[config.mk]
export PLATFORM = sky130hd
export DESIGN_NAME = alu_cmd_seq
export DESIGN_NICKNAME = d
export VERILOG_FILES = /design/src/rtl/alu_pkg.sv /design/src/rtl/alu_cmd_fifo.sv /design/src/rtl/alu_cmd_seq.sv
export SDC_FILE = /design/constraint.sdc
export NUM_CORES = 1
export LEC_CHECK = 0
export ABC_AREA = 1
export CAP_MARGIN = 40
export CORE_ASPECT_RATIO = 0.5
export CORE_MARGIN = 2
export CORE_UTILIZATION = 45
export DETAILED_ROUTE_END_ITERATION = 16
export PLACE_DENSITY = 0.67
export SETUP_SLACK_MARGIN = 0.1
export SYNTH_ARGS = -nofsm -noshare
export SYNTH_HDL_FRONTEND = slang
export SYNTH_HIERARCHICAL = 1
export SYNTH_SLANG_ARGS = --single-unit
[constraint.sdc]
create_clock -name clk -period 7.5 [get_ports clk]
set_clock_uncertainty 0.1 [all_clocks]
set_input_delay 1.5 -clock clk [delete_from_list [all_inputs] [get_ports clk]]
set_output_delay 1.5 -clock clk [all_outputs]
set_load 0.01 [all_outputs]
[src/rtl/alu_pkg.sv]
// alu_pkg: constants and types shared by the ALU command sequencer and its bench.
//   - opcode constants for the external ALU (1..16 are defined, anything else is
//     passed through untouched by the sequencer)
//   - bit positions inside the 5-bit status word {carry, zero, eq, lt, gt}
//   - FSM state encoding of the sequencer
//   - the packed command record stored in the FIFO, plus a packing helper
package alu_pkg;

  localparam int OP_W   = 5;
  localparam int DATA_W = 8;
  localparam int TAG_W  = 4;
  localparam int STAT_W = 5;

  // ALU opcodes
  localparam logic [OP_W-1:0] OP_ADD   = 5'd1;
  localparam logic [OP_W-1:0] OP_SUB   = 5'd2;
  localparam logic [OP_W-1:0] OP_AND   = 5'd3;
  localparam logic [OP_W-1:0] OP_OR    = 5'd4;
  localparam logic [OP_W-1:0] OP_XOR   = 5'd5;
  localparam logic [OP_W-1:0] OP_NOT   = 5'd6;
  localparam logic [OP_W-1:0] OP_SLL   = 5'd7;
  localparam logic [OP_W-1:0] OP_SRL   = 5'd8;
  localparam logic [OP_W-1:0] OP_RLL   = 5'd9;
  localparam logic [OP_W-1:0] OP_RRL   = 5'd10;
  localparam logic [OP_W-1:0] OP_CPSEQ = 5'd11;
  localparam logic [OP_W-1:0] OP_CPSLT = 5'd12;
  localparam logic [OP_W-1:0] OP_CPSGT = 5'd13;
  localparam logic [OP_W-1:0] OP_INC   = 5'd14;
  localparam logic [OP_W-1:0] OP_DEC   = 5'd15;
  localparam logic [OP_W-1:0] OP_PASS  = 5'd16;

  // Status bit positions
  localparam int ST_CARRY = 4;
  localparam int ST_ZERO  = 3;
  localparam int ST_EQ    = 2;
  localparam int ST_LT    = 1;
  localparam int ST_GT    = 0;

  // Sequencer FSM encoding
  localparam logic [1:0] S_IDLE  = 2'd0;
  localparam logic [1:0] S_ISSUE = 2'd1;
  localparam logic [1:0] S_WAIT  = 2'd2;
  localparam logic [1:0] S_RESP  = 2'd3;

  typedef struct packed {
    logic [TAG_W-1:0]  tag;
    logic [OP_W-1:0]   op;
    logic [DATA_W-1:0] in1;
    logic [DATA_W-1:0] in2;
  } cmd_t;

  localparam int CMD_W = $bits(cmd_t);

  function automatic cmd_t pack_cmd(input logic [TAG_W-1:0]  tag,
                                    input logic [OP_W-1:0]   op,
                                    input logic [DATA_W-1:0] in1,
                                    input logic [DATA_W-1:0] in2);
    cmd_t c;
    c.tag = tag;
    c.op  = op;
    c.in1 = in1;
    c.in2 = in2;
    return c;
  endfunction

endpackage

[src/rtl/alu_cmd_fifo.sv]
// alu_cmd_fifo: synchronous FIFO holding queued ALU commands.
// Ports:
//   clk, reset_n   clock / asynchronous active-low reset (flushes the FIFO)
//   push, din      write din when push=1 and not full
//   pop, dout      dout is the head entry; pop=1 and not empty advances it
//   full, empty    derived from the registered occupancy count only
// DEPTH must be a power of two so the pointers wrap naturally.
module alu_cmd_fifo #(
  parameter int WIDTH = 25,
  parameter int DEPTH = 4
) (
  input  logic             clk,
  input  logic             reset_n,
  input  logic             push,
  input  logic             pop,
  input  logic [WIDTH-1:0] din,
  output logic [WIDTH-1:0] dout,
  output logic             full,
  output logic             empty
);

  localparam int AW = (DEPTH > 1) ? $clog2(DEPTH) : 1;
  localparam logic [AW:0]   FULL_CNT = (AW+1)'(DEPTH);
  localparam logic [AW:0]   CNT_ONE  = (AW+1)'(1);
  localparam logic [AW-1:0] PTR_ONE  = AW'(1);

  logic [WIDTH-1:0] r_mem [DEPTH];
  logic [AW-1:0]    r_wr_ptr;
  logic [AW-1:0]    r_rd_ptr;
  logic [AW:0]      r_count;
  logic             w_push;
  logic             w_pop;

  // Guard the strobes so an overflow/underflow request is simply ignored
  assign w_push = push & ~full;
  assign w_pop  = pop & ~empty;
  assign full   = (r_count == FULL_CNT);
  assign empty  = (r_count == '0);
  assign dout   = r_mem[r_rd_ptr];

  // Storage array: contents need no reset, the pointers define validity
  always_ff @(posedge clk) begin
    if (w_push) begin
      r_mem[r_wr_ptr] <= din;
    end
  end

  // Pointer and occupancy bookkeeping
  always_ff @(posedge clk or negedge reset_n) begin
    if (!reset_n) begin
      r_wr_ptr <= '0;
      r_rd_ptr <= '0;
      r_count  <= '0;
    end else begin
      if (w_push) begin
        r_wr_ptr <= r_wr_ptr + PTR_ONE;
      end
      if (w_pop) begin
        r_rd_ptr <= r_rd_ptr + PTR_ONE;
      end
      case ({w_push, w_pop})
        2'b10:   r_count <= r_count + CNT_ONE;
        2'b01:   r_count <= r_count - CNT_ONE;
        default: r_count <= r_count;
      endcase
    end
  end

endmodule

[src/rtl/alu_cmd_seq.sv]
// alu_cmd_seq: queues ALU commands and sequences them one at a time through an
// external registered ALU, returning one tagged response per command.
// Ports:
//   clk, reset_n                    clock / asynchronous active-low reset
//   cmd_valid/cmd_ready             command handshake; cmd_op, cmd_in1, cmd_in2, cmd_tag
//   alu_enable, alu_in1/2, alu_op   request to the ALU (held stable while waiting)
//   alu_out, alu_status, alu_ready  ALU result, flags and result-valid strobe
//   rsp_valid/rsp_ready             response handshake; rsp_data, rsp_status, rsp_tag,
//                                   rsp_err (1 = the ALU never answered, result zeroed)
//   busy                            a command is in flight or queued
// Flow: IDLE pops the FIFO head -> ISSUE (one cycle) -> WAIT for alu_ready or the
// timeout -> RESP holds the response until it is accepted.
module alu_cmd_seq
  import alu_pkg::*;
#(
  parameter int FIFO_DEPTH = 4,
  parameter int TIMEOUT    = 8
) (
  input  logic              clk,
  input  logic              reset_n,
  input  logic              cmd_valid,
  output logic              cmd_ready,
  input  logic [OP_W-1:0]   cmd_op,
  input  logic [DATA_W-1:0] cmd_in1,
  input  logic [DATA_W-1:0] cmd_in2,
  input  logic [TAG_W-1:0]  cmd_tag,
  output logic              alu_enable,
  output logic [DATA_W-1:0] alu_in1,
  output logic [DATA_W-1:0] alu_in2,
  output logic [OP_W-1:0]   alu_op,
  input  logic [DATA_W-1:0] alu_out,
  input  logic [STAT_W-1:0] alu_status,
  input  logic              alu_ready,
  output logic              rsp_valid,
  input  logic              rsp_ready,
  output logic [DATA_W-1:0] rsp_data,
  output logic [STAT_W-1:0] rsp_status,
  output logic [TAG_W-1:0]  rsp_tag,
  output logic              rsp_err,
  output logic              busy
);

  localparam int CNT_W = (TIMEOUT > 1) ? $clog2(TIMEOUT) : 1;
  localparam logic [CNT_W-1:0] CNT_LAST = CNT_W'(TIMEOUT - 1);
  localparam logic [CNT_W-1:0] CNT_ONE  = CNT_W'(1);

  logic [1:0]        r_state;
  logic [1:0]        w_next_state;
  logic              r_rdy_en;
  logic [CNT_W-1:0]  r_cnt;
  logic              r_alu_enable;
  logic [OP_W-1:0]   r_op;
  logic [DATA_W-1:0] r_in1;
  logic [DATA_W-1:0] r_in2;
  logic [TAG_W-1:0]  r_tag;
  logic              r_rsp_valid;
  logic [DATA_W-1:0] r_rsp_data;
  logic [STAT_W-1:0] r_rsp_status;
  logic              r_rsp_err;

  logic              w_push;
  logic              w_pop;
  logic              w_full;
  logic              w_empty;
  cmd_t              w_din;
  cmd_t              w_head;

  // cmd_ready comes only from registers: r_rdy_en keeps it low for the first
  // cycle after reset release, and a same-cycle pop never frees a full FIFO.
  assign cmd_ready  = r_rdy_en & ~w_full;
  assign w_push     = cmd_valid & cmd_ready;
  assign w_din      = pack_cmd(cmd_tag, cmd_op, cmd_in1, cmd_in2);
  assign busy       = (r_state != S_IDLE) | ~w_empty;

  assign alu_enable = r_alu_enable;
  assign alu_in1    = r_in1;
  assign alu_in2    = r_in2;
  assign alu_op     = r_op;
  assign rsp_valid  = r_rsp_valid;
  assign rsp_data   = r_rsp_data;
  assign rsp_status = r_rsp_status;
  assign rsp_tag    = r_tag;
  assign rsp_err    = r_rsp_err;

  alu_cmd_fifo #(
    .WIDTH (CMD_W),
    .DEPTH (FIFO_DEPTH)
  ) u_fifo (
    .clk     (clk),
    .reset_n (reset_n),
    .push    (w_push),
    .pop     (w_pop),
    .din     (w_din),
    .dout    (w_head),
    .full    (w_full),
    .empty   (w_empty)
  );

  // Next-state decode and FIFO pop strobe
  always_comb begin
    w_next_state = r_state;
    w_pop        = 1'b0;
    case (r_state)
      S_IDLE: begin
        if (!w_empty) begin
          w_pop        = 1'b1;
          w_next_state = S_ISSUE;
        end else begin
          w_next_state = S_IDLE;
        end
      end
      S_ISSUE: w_next_state = S_WAIT;
      S_WAIT: begin
        // a result arriving in the last timeout cycle still wins
        if (alu_ready || (r_cnt == CNT_LAST)) begin
          w_next_state = S_RESP;
        end else begin
          w_next_state = S_WAIT;
        end
      end
      S_RESP: begin
        if (rsp_ready) begin
          w_next_state = S_IDLE;
        end else begin
          w_next_state = S_RESP;
        end
      end
      default: w_next_state = S_IDLE;
    endcase
  end

  // State, operand, timeout and response registers
  always_ff @(posedge clk or negedge reset_n) begin
    if (!reset_n) begin
      r_state      <= S_IDLE;
      r_rdy_en     <= 1'b0;
      r_cnt        <= '0;
      r_alu_enable <= 1'b0;
      r_op         <= '0;
      r_in1        <= '0;
      r_in2        <= '0;
      r_tag        <= '0;
      r_rsp_valid  <= 1'b0;
      r_rsp_data   <= '0;
      r_rsp_status <= '0;
      r_rsp_err    <= 1'b0;
    end else begin
      r_state  <= w_next_state;
      r_rdy_en <= 1'b1;
      case (r_state)
        S_IDLE: begin
          if (!w_empty) begin
            r_op         <= w_head.op;
            r_in1        <= w_head.in1;
            r_in2        <= w_head.in2;
            r_tag        <= w_head.tag;
            r_alu_enable <= 1'b1;
          end
        end
        S_ISSUE: r_cnt <= '0;
        S_WAIT: begin
          if (alu_ready) begin
            r_rsp_data   <= alu_out;
            r_rsp_status <= alu_status;
            r_rsp_err    <= 1'b0;
            r_rsp_valid  <= 1'b1;
            r_alu_enable <= 1'b0;
          end else if (r_cnt == CNT_LAST) begin
            r_rsp_data   <= '0;
            r_rsp_status <= '0;
            r_rsp_err    <= 1'b1;
            r_rsp_valid  <= 1'b1;
            r_alu_enable <= 1'b0;
          end else begin
            r_cnt <= r_cnt + CNT_ONE;
          end
        end
        S_RESP: begin
          if (rsp_ready) begin
            r_rsp_valid <= 1'b0;
          end
        end
        default: r_alu_enable <= 1'b0;
      endcase
    end
  end

endmodule

==> impl_results.md <==
* Synthesized area at 6351 um^2
* Reg area at 4354 um^2
* I/O pin total at 86
* TritonRoute pass-1 iters at 4
* Final instance area at 7934 um^2
* Number of global-route vias before repair at 3,913
* Reg2reg setup slack at 4.79 ns
* Via/cell ratio at 4.691
* Clock sink total at 154
* Final period util at 0.4498
* Most frequent cells in the layout: 220 x nand2_1, 100 x edfxtp_1, 84 x clkdlybuf4s50_1
* Remaining DRCs at 0
* Hold Vio Cnt, Final at 0
* Post-synth top area share at 0.4728
* Hold buffers post-CTS at 0
* Worst hold start: rsp_err
* Syn Nets at 613
* Final Setup Violations at 0
* GR Overflow Total at 0
* Port Buffers at 85
* Core area at 13,660 um^2
* Worst reg2reg path startpoint: u_fifo/r_count[0]
* Achievable clock frequency at 0.2964 GHz
* Worst vdd ir at 0.0001960 V
* Cell Pwr Density at 392.3 nW/um^2
* Share of cells above drive strength 1 at 0.08421
* WL final at 11,880 um
* Worst Path Max Fanout at 5
* Post-route minimum period at 3.374 ns
* Synth Register Bits at 154
* Syn-to-layout area delta at 24.92%
* CP startpoint: u_fifo/r_count[0]
* Final nets at 703
* Die width at 172.0 um
* Largest family of logic cells by synthesized area: simple AND/OR/NAND/NOR gates
* Multi-input logic area at 1521 um^2
* Hold crit path type: flip-flop to flip-flop
* Clock-pin slew on the worst setup and hold paths at 0.06 ns
* First-pass GRT wire length at 18,910 um
* CP Launch Type: flip-flop
* RSZ-0062 raised after global routing: no
* Final ANT Viol Nets at 0
* Placed cell areas at 7333 um^2
* GP Congestion at 0.7597
* Post-DP HPWL at 7258 um
* Cts repair resizes at 0
* H-Tree Level Count at 4
* Setup TNS Final at 0 ns
* # diodes at 0
* Lkg Pwr at 0.003460 uW
* Die area at 15,140 um^2
* Outcome: finished, final reports clean
* Clk_lat worst skew at 0.41 ns
* Top cells by area, synth: edfxtp_1 47%, dfrtp_1 21%, nand2_1 13%, o211ai_1 5.8%, inv_1 4.2%
* Max_cap viols at 0
* Post-synthesis xor/xnor area fraction at 0.001379
* Starting DRT DRC Count at 254
* Bufs on Longest Clock Path at 2
* Max Transition Viols Final at 0
* Slew @ Worst Pin at 0.7558 ns
* Avg Cell Area, Syn at 11.30 um^2
* Library cells used by synthesis at 27
* Proportion of synthesized area in mux cells at 0
* Dpl ws at 3.759 ns
* Yosys Warn Count at 6
* Dominant cell type by area after synthesis: edfxtp_1
* Row count at 30
* Crit. End Element: output pin
* Crit path DAT at 1.77 ns
* Clock buffer count from CTS at 17
* FILL cells at 1,127
* Rel. slew slack at 0.4962
* CTS tree: yes
* Postcts setup bufs at 0
* Synth Area in Adders at 0.01694
* Setup Crit Path Kind: flip-flop to output pin
* Height of the chip at 88.01 um
* Register area share after synthesis at 0.6856
* Post-Syn Instances at 562
* Root Buffer: clkbuf_16
* Via count at 4,020
* Initial antenna violation count at 0
* Largest net degree at the start of global routing at 71
* Overall Global Routing Usage at 0.1665
* Worst Setup Slack, final at 4.126 ns
* Complex-gate fraction of the synthesized area at 0.06481
* Simple-Gate Fraction of Synth Area at 0.1543
* Wire per inst at 13.86 um
* CP required at 5.90 ns
* Initial Utilization at 0.4648
* Commonest non-fill, non-tap cell in the layout: nand2_1
layout make-up:
cell class | instances | area share
Sequential cell | 154 | 0.5488
Clock buffer | 17 | 0.05362
Multi-Input combinational cell | 311 | 0.1918
Timing Repair Buffer | 93 | 0.1176
Clock inverter | 15 | 0.02208
Inverter | 75 | 0.03580
Tap cell | 192 | 0.03028
worst max-delay path: stages, from the launching register on:
cell             delay (ns)
dfrtp_1                0.40
inv_1                  0.12
nand3_1                0.18
inv_1                  0.12
nand2_1                0.07
clkdlybuf4s50_1        0.48
per-stage QoR:
stage / utilization / instances / total power (uW) / hold WS [ns]
global route: 0.5807 / 857 / 3319 / 0.3969
CTS: 0.5807 / 857 / 3146 / 0.3794
floorplan: - / 562 / 1905 / 0.3465
detailed placement: 0.5367 / 825 / 2270 / 0.3629
finish: 0.5807 / 857 / 3113 / 0.3707
global placement: 0.5336 / 823 / 2215 / 0.3529
registers in the layout, summed over array words and instances (netlist names), 3 cells and up:
| register | cells |
|---|---|
| alu_in1 | 8 |
| alu_in2 | 8 |
| alu_op | 5 |
| r_cnt | 3 |
| rsp_data | 8 |
| rsp_status | 5 |
| rsp_tag | 4 |
| u_fifo/r_count | 3 |
| u_fifo/r_mem | 100 |
worst paths after layout:
path,end,depth (start not counted)
setup / recovery,busy,5
hold / removal,rsp_err,2
setup reg to reg,u_fifo/r_count[2],15
hold reg to reg,rsp_err,2
max in group asynchronous,r_cnt[2],2
min in group asynchronous,rsp_tag[3],2
logic make-up (layout without fill, tap and decap cells):
kind of cell             count (synthesis)  in the layout
adder cells (fa/ha/maj)                  8              8
AO/OA/AOI/OAI                           54             54
other                                    1              1
flip-flops                             154            154
XOR/XNOR                                 1              1
AND/OR/NAND/NOR                        247            247
buffers and inverters                   97            200
synthesized netlist by cell type:
cell      instances
o211ai_1         49
nand4_1           1
inv_2             3
o21ai_2           1
o211ai_2          2
buf_6            14
nor3b_1           1
nor2_2            1
inv_1            71
clkbuf_1          1
buf_4             2
buf_2             5
edfxtp_1        100
fa_1              1
nand2_1         220
o21ai_0           1
nor2_1            6
xnor2_1           1
ha_1              7
a21oi_1           1
nand2_4           1
inv_4             1
nand3_1          14
nand3b_1          1
nor2_4            2
conb_1            1
dfrtp_1          54
layer usage:
metal / part of all wire / track usage
met3: 0.035 / 0.03841
met1: 0.49 / 0.2163
met5: 0 / 0
met4: 0.011 / 0.06570
met2: 0.46 / 0.2767
report_power, final:
| part | total, uW | switching, uW | internal [uW] |
|---|---|---|---|
| registers | 1210 | 105 | 1110 |
| logic | 1030 | 595 | 435 |
| clock network | 872 | 368 | 504 |
| total | 3110 | 1070 | 2040 |
No activity file was read; power rests on OpenSTA's default activity.
